<file path="src/rtl/audio_mixer.sv">
// Multi-channel sample player: fetches one sample per channel per tick,
// mixes around the midpoint with saturation and drives a PWM output.
module audio_mixer #(
    parameter int NUM_CH   = 2,
    parameter int SAMPLE_W = 8,
    parameter int ADDR_W   = 13,
    parameter int TICK_DIV = 3125
) (
    input  logic                       clk_25MHZ,
    input  logic                       rst_n,
    input  logic [NUM_CH-1:0]          start,
    input  logic [NUM_CH-1:0]          stop,
    input  logic [NUM_CH-1:0]          loop,
    input  logic [NUM_CH*ADDR_W-1:0]   base_addr,
    input  logic [NUM_CH*ADDR_W-1:0]   length,
    output logic                       mem_rd,
    output logic [ADDR_W-1:0]          mem_addr,
    input  logic [SAMPLE_W-1:0]        mem_data,
    output logic [NUM_CH-1:0]          busy,
    output logic                       pwm_out,
    output logic                       en
);

    localparam int TW = $clog2(TICK_DIV);
    localparam int PW = $clog2(NUM_CH + 3);
    localparam int MW = SAMPLE_W + $clog2(NUM_CH + 1) + 2;
    localparam logic [SAMPLE_W-1:0] MID = {1'b1, {(SAMPLE_W-1){1'b0}}};
    localparam logic [PW-1:0] LAST_PH = PW'(NUM_CH + 2);
    localparam logic signed [MW-1:0] S_MID = MW'(2 ** (SAMPLE_W - 1));
    localparam logic signed [MW-1:0] S_MAX = MW'(2 ** SAMPLE_W - 1);

    logic [TW-1:0]       r_tick_cnt;
    logic                w_tick;
    logic [PW-1:0]       r_phase;
    logic [NUM_CH-1:0]   r_play;
    logic [NUM_CH-1:0]   r_loop;
    logic [NUM_CH-1:0]   r_pend;
    logic [ADDR_W-1:0]   r_base  [NUM_CH];
    logic [ADDR_W-1:0]   r_len   [NUM_CH];
    logic [ADDR_W-1:0]   r_off   [NUM_CH];
    logic [ADDR_W-1:0]   r_faddr [NUM_CH];
    logic [SAMPLE_W-1:0] r_smp   [NUM_CH];
    logic [SAMPLE_W-1:0] r_mix;
    logic [SAMPLE_W-1:0] r_pwm_cnt;
    logic                r_pwm;
    logic signed [MW-1:0] w_acc;
    logic [SAMPLE_W-1:0] w_mix;

    assign w_tick = (r_tick_cnt == TW'(TICK_DIV - 1));

    always_ff @(posedge clk_25MHZ or negedge rst_n) begin
        if (!rst_n) begin
            r_tick_cnt <= '0;
        end else if (w_tick) begin
            r_tick_cnt <= '0;
        end else begin
            r_tick_cnt <= r_tick_cnt + 1'b1;
        end
    end

    // Phase k means cycle T+k after the tick; 0 means sequencer idle.
    always_ff @(posedge clk_25MHZ or negedge rst_n) begin
        if (!rst_n) begin
            r_phase <= '0;
        end else if (w_tick) begin
            r_phase <= PW'(1);
        end else if (r_phase == LAST_PH) begin
            r_phase <= '0;
        end else if (r_phase != '0) begin
            r_phase <= r_phase + 1'b1;
        end
    end

    always_ff @(posedge clk_25MHZ or negedge rst_n) begin
        if (!rst_n) begin
            r_play <= '0;
            r_loop <= '0;
            r_pend <= '0;
            for (int i = 0; i < NUM_CH; i++) begin
                r_base[i]  <= '0;
                r_len[i]   <= '0;
                r_off[i]   <= '0;
                r_faddr[i] <= '0;
                r_smp[i]   <= MID;
            end
        end else begin
            for (int i = 0; i < NUM_CH; i++) begin
                if (start[i] && length[i*ADDR_W +: ADDR_W] != '0) begin
                    r_play[i] <= 1'b1;
                    r_loop[i] <= loop[i];
                    r_base[i] <= base_addr[i*ADDR_W +: ADDR_W];
                    r_len[i]  <= length[i*ADDR_W +: ADDR_W];
                    r_off[i]  <= '0;
                end else if (stop[i] && r_play[i]) begin
                    r_play[i] <= 1'b0;
                    r_pend[i] <= 1'b0;
                end else if (w_tick && r_play[i]) begin
                    r_pend[i]  <= 1'b1;
                    r_faddr[i] <= r_base[i] + r_off[i];
                    if (r_off[i] == r_len[i] - 1'b1) begin
                        r_off[i] <= '0;
                        if (!r_loop[i]) r_play[i] <= 1'b0;
                    end else begin
                        r_off[i] <= r_off[i] + 1'b1;
                    end
                end
                // Data returns one cycle after this channel's read slot.
                if (r_phase == PW'(i + 2)) begin
                    r_smp[i]  <= r_pend[i] ? mem_data : MID;
                    r_pend[i] <= 1'b0;
                end
            end
        end
    end

    always_comb begin
        mem_rd   = 1'b0;
        mem_addr = '0;
        for (int i = 0; i < NUM_CH; i++) begin
            if (r_phase == PW'(i + 1) && r_pend[i]) begin
                mem_rd   = 1'b1;
                mem_addr = r_faddr[i];
            end
        end
    end

    always_comb begin
        w_acc = S_MID;
        for (int i = 0; i < NUM_CH; i++) begin
            w_acc = w_acc + $signed(MW'(r_smp[i])) - S_MID;
        end
        if (w_acc[MW-1]) begin
            w_mix = '0;
        end else if (w_acc > S_MAX) begin
            w_mix = '1;
        end else begin
            w_mix = w_acc[SAMPLE_W-1:0];
        end
    end

    always_ff @(posedge clk_25MHZ or negedge rst_n) begin
        if (!rst_n) begin
            r_mix     <= MID;
            r_pwm_cnt <= '0;
            r_pwm     <= 1'b0;
        end else begin
            if (r_phase == LAST_PH) r_mix <= w_mix;
            r_pwm_cnt <= r_pwm_cnt + 1'b1;
            r_pwm     <= (r_pwm_cnt < r_mix);
        end
    end

    assign busy    = r_play;
    assign en      = |r_play;
    assign pwm_out = r_pwm;

endmodule

</file>
<file path="config.mk">
export PLATFORM = sky130hd
export DESIGN_NAME = audio_mixer
export DESIGN_NICKNAME = d
export VERILOG_FILES = /design/src/rtl/audio_mixer.sv
export SDC_FILE = /design/constraint.sdc
export NUM_CORES = 1
export LEC_CHECK = 0
export ABC_AREA = 1
export CAP_MARGIN = 20
export CORE_MARGIN = 2
export CORE_UTILIZATION = 55
export CTS_BUF_LIST = sky130_fd_sc_hd__clkbuf_8 sky130_fd_sc_hd__clkbuf_16
export DETAILED_ROUTE_END_ITERATION = 16
export PLACE_DENSITY = 0.76
export SYNTH_ARGS = -nofsm -noshare
export SYNTH_HDL_FRONTEND = slang
export SYNTH_SLANG_ARGS = --single-unit
</file>
<file path="constraint.sdc">
create_clock -name clk_25MHZ -period 3.5 [get_ports clk_25MHZ]
set_clock_uncertainty 0.1 [all_clocks]
set_input_delay 0.7 -clock clk_25MHZ [delete_from_list [all_inputs] [get_ports clk_25MHZ]]
set_output_delay 0.7 -clock clk_25MHZ [all_outputs]
set_load 0.03 [all_outputs]
</file>
=== Yosys cells after proc, flatten, opt, wreduce, memory -nomap -nowiden ===
Cells that the tools add are included.
W data, S select, Z words.

* Register bits: 158
* Word-level logic and storage cells: 120
* Bits of input ports: 68
* Output and inout port bits: 18

* Muxes and demuxes: 38
* Equality and inequality tests: 13
* $add $sub $neg: 13
* Bitwise operators: 4
* Order comparisons: 2
* Reductions and logical operators: 29

{| class="wikitable"
|+ Operators by type and width
! operator !! number
|-
| $mux W13 || 10
|-
| $mux W8 || 4
|-
| $add A13 B1 Y13 const B || 2
|-
| $add A13 B13 Y13 || 2
|-
| $eq A13 B13 Y1 || 2
|-
| $reduce_bool A13 Y1 || 2
|-
| $sub A13 B1 Y13 const B || 2
|-
| $reduce_bool A3 Y1 || 8
|-
| $mux W1 || 20
|-
| $add A12 B1 Y12 const B || 1
|-
| $eq A12 B12 Y1 const B || 1
|-
| $gt A12 B9 Y1 const B || 1
|-
| $mux W12 || 1
|-
| $reduce_and A3 Y1 || 4
|-
| $sub A11 B9 Y12 const B || 1
|-
| $add A10 B9 Y11 || 1
|-
| $sub A9 B8 Y10 const B || 1
|-
| $add A8 B8 Y9 const A || 1
|-
| $mux W3 || 3
|-
| $add A8 B1 Y8 const B || 1
|-
| $logic_and A1 B1 Y1 || 8
|-
| $lt A8 B8 Y1 || 1
|-
| $reduce_and A2 Y1 || 4
|-
| $eq A3 B2 Y1 const B || 2
|-
| other kinds (9) || 16
|}

=== Longest topological paths before layout ===
* Word-level depth: 7
* Mapped depth: 15
* Gate-level depth less buffers: 14

=== Least setup slack after synthesis ===
Ideal clock, no wire load.

* Path kind: register to output
* Start: register r_phase[0]
* End: output mem_addr[11]
* Path slack: 677 ps
* Data arrival time: 2023 ps
* Buffers on the path: 1
* Required time: 2700 ps
* Cell stages (with the launch flop): 9
* Cell sequence: dfrtp_1 -> inv_1 -> ha_1 -> nand2_1 -> inv_1 -> nand2_1 -> nand3_1 -> clkbuf_1 -> o21ai_0

* Longest elaborated chain between the ends: 4
* Elaborated cells on any way between the ends: 6
* Those cells by class: eq/ne: 2; mux: 2; reduce/logical: 2

{| class="wikitable"
|+ RTL lines
! what !! line !! text
|-
| from (decl) || 34 || <nowiki>logic [PW-1:0] r_phase;</nowiki>
|-
| from (signal assigned) || 70 || <nowiki>r_phase <= r_phase + 1'b1;</nowiki>
|-
| $eq A3 B1 Y1 || 120 || <nowiki>if (r_phase == PW'(i + 1) && r_pend[i]) begin</nowiki>
|-
| $logic_and A1 B1 Y1 || 120 ||
|-
| $mux W13 || 120 ||
|-
| $mux W13 (*) || 120 ||
|-
| to (decl) || 17 || <nowiki>output logic [ADDR_W-1:0] mem_addr,</nowiki>
|}

Every way passes the cells marked *; elsewhere a longest branch is shown, timed or not.

=== Worst setup path after layout ===
* Start: register r_phase[0]
* End: output mem_addr[4]

The elaborated chain is that of the path after synthesis.

==> qor.yml <==
route:
  initialDrtViolationCount: 646
  antenna_violating_nets_post_route: 0
  wl_per_cell_um: 14.2
  detailroute.via_count: 8869
  route.detailed.vias_per_inst: 5.36
  route.final.wire_length_um: 23500
  detail_route.first_pass.iterations: 6
  drc_errors: 0
timing:
  max_slew.worst_pin.slew_ns: 0.681
  final-setup-viol-count: 0
  setup-tns-final_ns: 0
  fmax_mhz: 299
  slew-limit-headroom_pct: 54.2
  worst_hold_slack_across_all_endpoints_ns: 0.139
  ratio_of_final_minimum_period_to_clock_period_pct: 95.6
  slew_viol_final: 0
  fin_crit_ns: 3.34
  hold_viol_final: 0
yosys:
  synth_edf_count: 0
  post_synth_main_area_contributors: "dfrtp_1 39%, nand2_1 14%, ha_1 7.3%, inv_1 6.5%, o21ai_0 5.5%"
  synth_largest_type_area_fraction_pct: 38.8
  post_synth_top_flop: "dfrtp_1"
  yosysWarnings: 0
  post-synth-top-area-cell: "dfrtp_1"
  syn_nets: 1453
  async_flop_share_pct: 100
  flop_and_latch_count_out_of_synthesis: 158
  syn-instance-count: 1324
  synth_cell_types: 42
  mappedNetlistArea_sq_mm: 0.00999
  syn_area_per_cell_sq_um: 7.54
  seq_area_frac_synth_pct: 39.6
clock_tree:
  cts.clk_slew.worst_paths_ns: 0.07
  cts_resized: 0
  htreeDepth: 4
  tritoncts: "done"
  clock_latency_ns: 0.43
  cts.sink_count: 158
  cts_inserted_buffers: 17
  clock_tree.root_cell: "clkbuf_16"
  cts.path.max_buffers: 2
  hold_buffers: 0
  cts.repair_timing.setup_buffer_count: 0
grt:
  number_of_antenna_violations_at_the_first_check_in_global_routing: 0
  gr-usage-all-layers_pct: 25.0
  gr-total-overflow: 0
  wire_length_of_the_first_global_routing_pass_um: 39600
  grt_start_max_net_pins: 60
  via_count_of_the_first_global_routing_pass: 8212
critical_path:
  timing.critical_path.required_ns: 2.70
  crit_path_start_kind: "flip-flop"
  crit_path_max_fanout: 13
  critical_path_class: "reg -> out"
  crit_arrival_ns: 2.54
  crit_path_end_kind: "output port"
final_layout:
  drive_gt1_share_pct: 6.03
  most_common_cell_after_layout_fill_and_taps_aside: "nand2_1"
  diodes: 0
  finish.instance_area_sq_mm: 0.0117
  finish.net_count: 1542
  final-instance-count-excl-fill: 1655
  syn_to_final_growth_pct: 17.2
  most-common-layout-cells: "378 x nand2_1, 173 x inv_1, 155 x dfrtp_1"
floorplanning:
  die_area_sq_mm: 0.0193
  dieHeight_um: 139
  std_cell_rows: 49
  die_x_um: 139
  coreArea_sq_mm: 0.0179
  initial_core_util_pct: 55.8
  boundaryPins: 86
placement:
  hpwl_detailed_um: 17700
  io_buffer_count: 85
  routabilityCongestion: 0.876
  placed_cell_area_sq_mm: 0.0111
  post-place-cells: 1623
power_and_ir_drop:
  pwr_density_cell_mw_per_mm2: 371
  design_power_total_mw: 4.34
  cellLeakagePower_nw: 5.94
  power.ir.vdd_worst_uv: 336
flow_run:
  max-cap-violations: 0
hold_path:
  hold_path_class: "in -> async"
status:
  outcome: "complete, no violations"
==> where the power goes <==
group / total, mW / leakage, nW / internal (mW) / switching [mW]
Clock: 1.87 / 0.283 / 1.09 / 0.779
Sequential: 1.95 / 1.95 / 1.89 / 0.0583
Combinational: 0.523 / 3.71 / 0.211 / 0.312
==> path summary, 6_finish.rpt <==
check / start / to / slack (ns) / depth (start not counted)
min: rst_n / r_mix[6]$_DFFE_PN0P_ / 0.14 / 1
min reg2reg: r_pwm_cnt[0]$_DFF_PN0_ / r_pwm_cnt[0]$_DFF_PN0_ / 0.36 / 1
max reg2reg: r_off[13]$_DFFE_PN0P_ / r_faddr[23]$_DFFE_PN0P_ / 0.94 / 13
max in group asynchronous: rst_n / r_mix[7]$_DFFE_PN1P_ / 2.40 / 2
min in group clk_25MHZ: r_pwm_cnt[0]$_DFF_PN0_ / r_pwm_cnt[0]$_DFF_PN0_ / 0.36 / 1
max: r_phase[0]$_DFFE_PN0P_ / mem_addr[4] / 0.16 / 8
==> synth_stat cells (6+ instances only) <==
master	count
nand2_1	378
inv_1	172
dfrtp_1	155
o21ai_0	109
nand3_1	97
nor2_1	86
ha_1	58
xor2_1	53
a21oi_1	44
nand4_1	22
xnor2_1	17
clkbuf_1	16
nor3_1	15
nand3_2	13
nor4_1	10
o22ai_1	9
buf_2	6
nand2_2	6
o21a_1	6
==> registers in the layout (all words and copies together) (netlist names) <==
| register | cells |
|---|---|
| r_base | 26 |
| busy | 2 |
| r_tick_cnt | 12 |
| r_loop | 2 |
| r_off | 26 |
| r_faddr | 26 |
| r_pend | 2 |
| pwm_out | 1 |
| r_phase | 3 |
| r_len | 26 |
| r_smp | 16 |
| r_mix | 8 |
| r_pwm_cnt | 8 |
==> cells by family after synthesis <==
group / after synthesis / share of synthesized area, %
simple gates: 648 / 28.5
buf+inv: 202 / 7.96
flops: 158 / 39.6
fa+ha+maj: 61 / 7.87
xor+xnor: 70 / 6.14
compound gates: 185 / 9.91
==> per-layer routing <==
metal | up-vias | global-route usage [%] | wire length (um)
li1 | 4465 | - | -
met2 | 257 | 38.7 | 10400
met5 | - | 0 | 0
met3 | 15 | 4.94 | 1350
met1 | 4132 | 36.9 | 11600
met4 | 0 | 5.32 | 195
==> worst max-delay path, cell delays in order, from the launching register on <==
cell and delay, ns:
dfrtp_1 0.40, inv_1 0.09, ha_1 0.20, nand2_1 0.08
inv_1 0.05, nand2_1 0.13, nand3_2 0.21, o21ai_0 0.24
clkdlybuf4s50_1 0.70
==> area by class of cell <==
class,count,area (sq um)
fillers,1539,6200
multi-input cells,964,5240
clock inverters,13,139
inverters,176,674
well taps,229,287
clock buffers,19,453
repair buffers,96,955
flip-flops and latches,158,3960
==> metrics by stage <==
step,util (%),worst slack (ns)
floorplan,-,0.677
global placement,62.0,0.655
detailed placement,62.0,0.487
CTS,65.3,0.0222
global route,65.4,-0.00679
finish,65.4,0.155
Power figures use the tool's default switching activity.
==> RTL change, RTL diff (same settings) <==
Change the parameter `SAMPLE_W` from 8 to 7.
--- a/src/rtl/audio_mixer.sv
+++ b/src/rtl/audio_mixer.sv
@@ -4,3 +4,3 @@
     parameter int NUM_CH   = 2,
-    parameter int SAMPLE_W = 8,
+    parameter int SAMPLE_W = 7,
     parameter int ADDR_W   = 13,
Ports: changed (resized mem_data); port bits go from 86 to 85. The function was not compared with the original's and may differ.
==> RTL change against the original RTL <==
Count of clock-buffer cells in the layout is 2 lower; combinational power is 3% lower; final area shrank 2.5%; sequential cell count shrank 4; critical path depth unchanged; final cell count fell by 2.6%; power is 3.0% higher; sequential power decreased by 3%; synthesized area is 2.8% lower; hold slack worse by 0.0058 ns; global-route usage is 0.86 points higher; routed wire length fell by 2.1%; register-to-register slack worse by 0.04 ns; setup slack gained 0.076 ns.
==> RTL change: results <==
export IMPL_wl_met3_um=1100
export IMPL_hold_slack_ns=0.133
export IMPL_leakage_nw=5.82
export IMPL_crit_path_top_delay_cell="dlygate4sd2_1"
export IMPL_routed_via_density=5.27
export IMPL_r2r_start="r_smp[1]"
export IMPL_synthAdderAreaFrac_pct=7.71
export IMPL_netSwitchingFraction_pct=24.5
export IMPL_outcome="completed"
export IMPL_gp_congestion=0.889
export IMPL_gr_usage_met3_pct=3.70
export IMPL_min_path_type="in2async"
export IMPL_drt_wl_total_um=23000
export IMPL_fillCellCount=1477
export IMPL_grt_pass1_vias=7982
export IMPL_use_met2_pct=39.7
export IMPL_grt_pass1_wl_um=38400
export IMPL_dr_pass1_iters=5
export IMPL_synth_nets=1413
export IMPL_ys_types=46
export IMPL_cts_resized=13
export IMPL_synth_xor_area_share_pct=6.23
export IMPL_dp_slack_ns=0.292
export IMPL_route_vias_total=8502
export IMPL_comb_power_mw=0.508
export IMPL_p_seq_mw=1.90
export IMPL_r2r_slack_ns=0.90
export IMPL_drtIter0Drc=606
export IMPL_diodes=0
export IMPL_critical_path_top_delay_family="buffers and inverters"
export IMPL_yosysSeqAreaShare_pct=39.7
export IMPL_hpwl_um=17500
export IMPL_ir_worst_vdd_uv=345
export IMPL_synthTopCellsByArea="dfrtp_1 (39%), nand2_1 (15%), ha_1 (7.1%)"
export IMPL_syn_avg_cell_area_um2=7.54
export IMPL_cpPeakStageDelay_ns=0.42
export IMPL_slew_headroom_pct=57.4
export IMPL_dpl_instance_area_um2=10800
export IMPL_synth_common_cells="nand2_1 (386), inv_1 (155), dfrtp_1 (151), nand3_1 (90), nor2_1 (89)"
export IMPL_antenna_found_initial=0
export IMPL_met2_wirelength_um=10200
export IMPL_synth_compound_area_share_pct=9.04
export IMPL_grt_max_degree=58
export IMPL_timing_final_ws_setup_ns=0.231
export IMPL_drive_gt1_share_pct=5.70
export IMPL_gr_usage_all_layers_pct=25.9
export IMPL_crit_arrival_ns=2.47
## RTL change: cell types whose count changed in the layout (fill, tap and decap cells not counted), sizes merged, moves of 5 or more
cell | before | now
or2 | 4 | 9
nand3b | 2 | 14
nand3 | 110 | 93
nand2 | 386 | 392
clkdlybuf4s50 | 81 | 70
inv | 178 | 167
o21ai | 110 | 97
dlygate4sd2 | 0 | 13
## RTL change: path summary, 6_finish.rpt
path / endpoint / cells after the start
worst min-delay path: r_faddr[8] / 1
min in group clk_25MHZ: r_pwm_cnt[0] / 1
worst max register to register: r_mix[3] / 12
max in group asynchronous: r_off[22] / 2
worst min register to register: r_pwm_cnt[0] / 1
worst max-delay path: mem_addr[0] / 8
## RTL change: final cells by class
type                            count  area, um2  share of cell area, %
Timing Repair Buffer               94        913                   8.00
Inverter                          163        617                   5.40
Multi-Input combinational cell    944       5090                   44.6
Sequential cell                   154       3860                   33.8
Tap cell                          225        282                   2.47
Clock inverter                     15        230                   2.02
Clock buffer                       17        425                   3.73
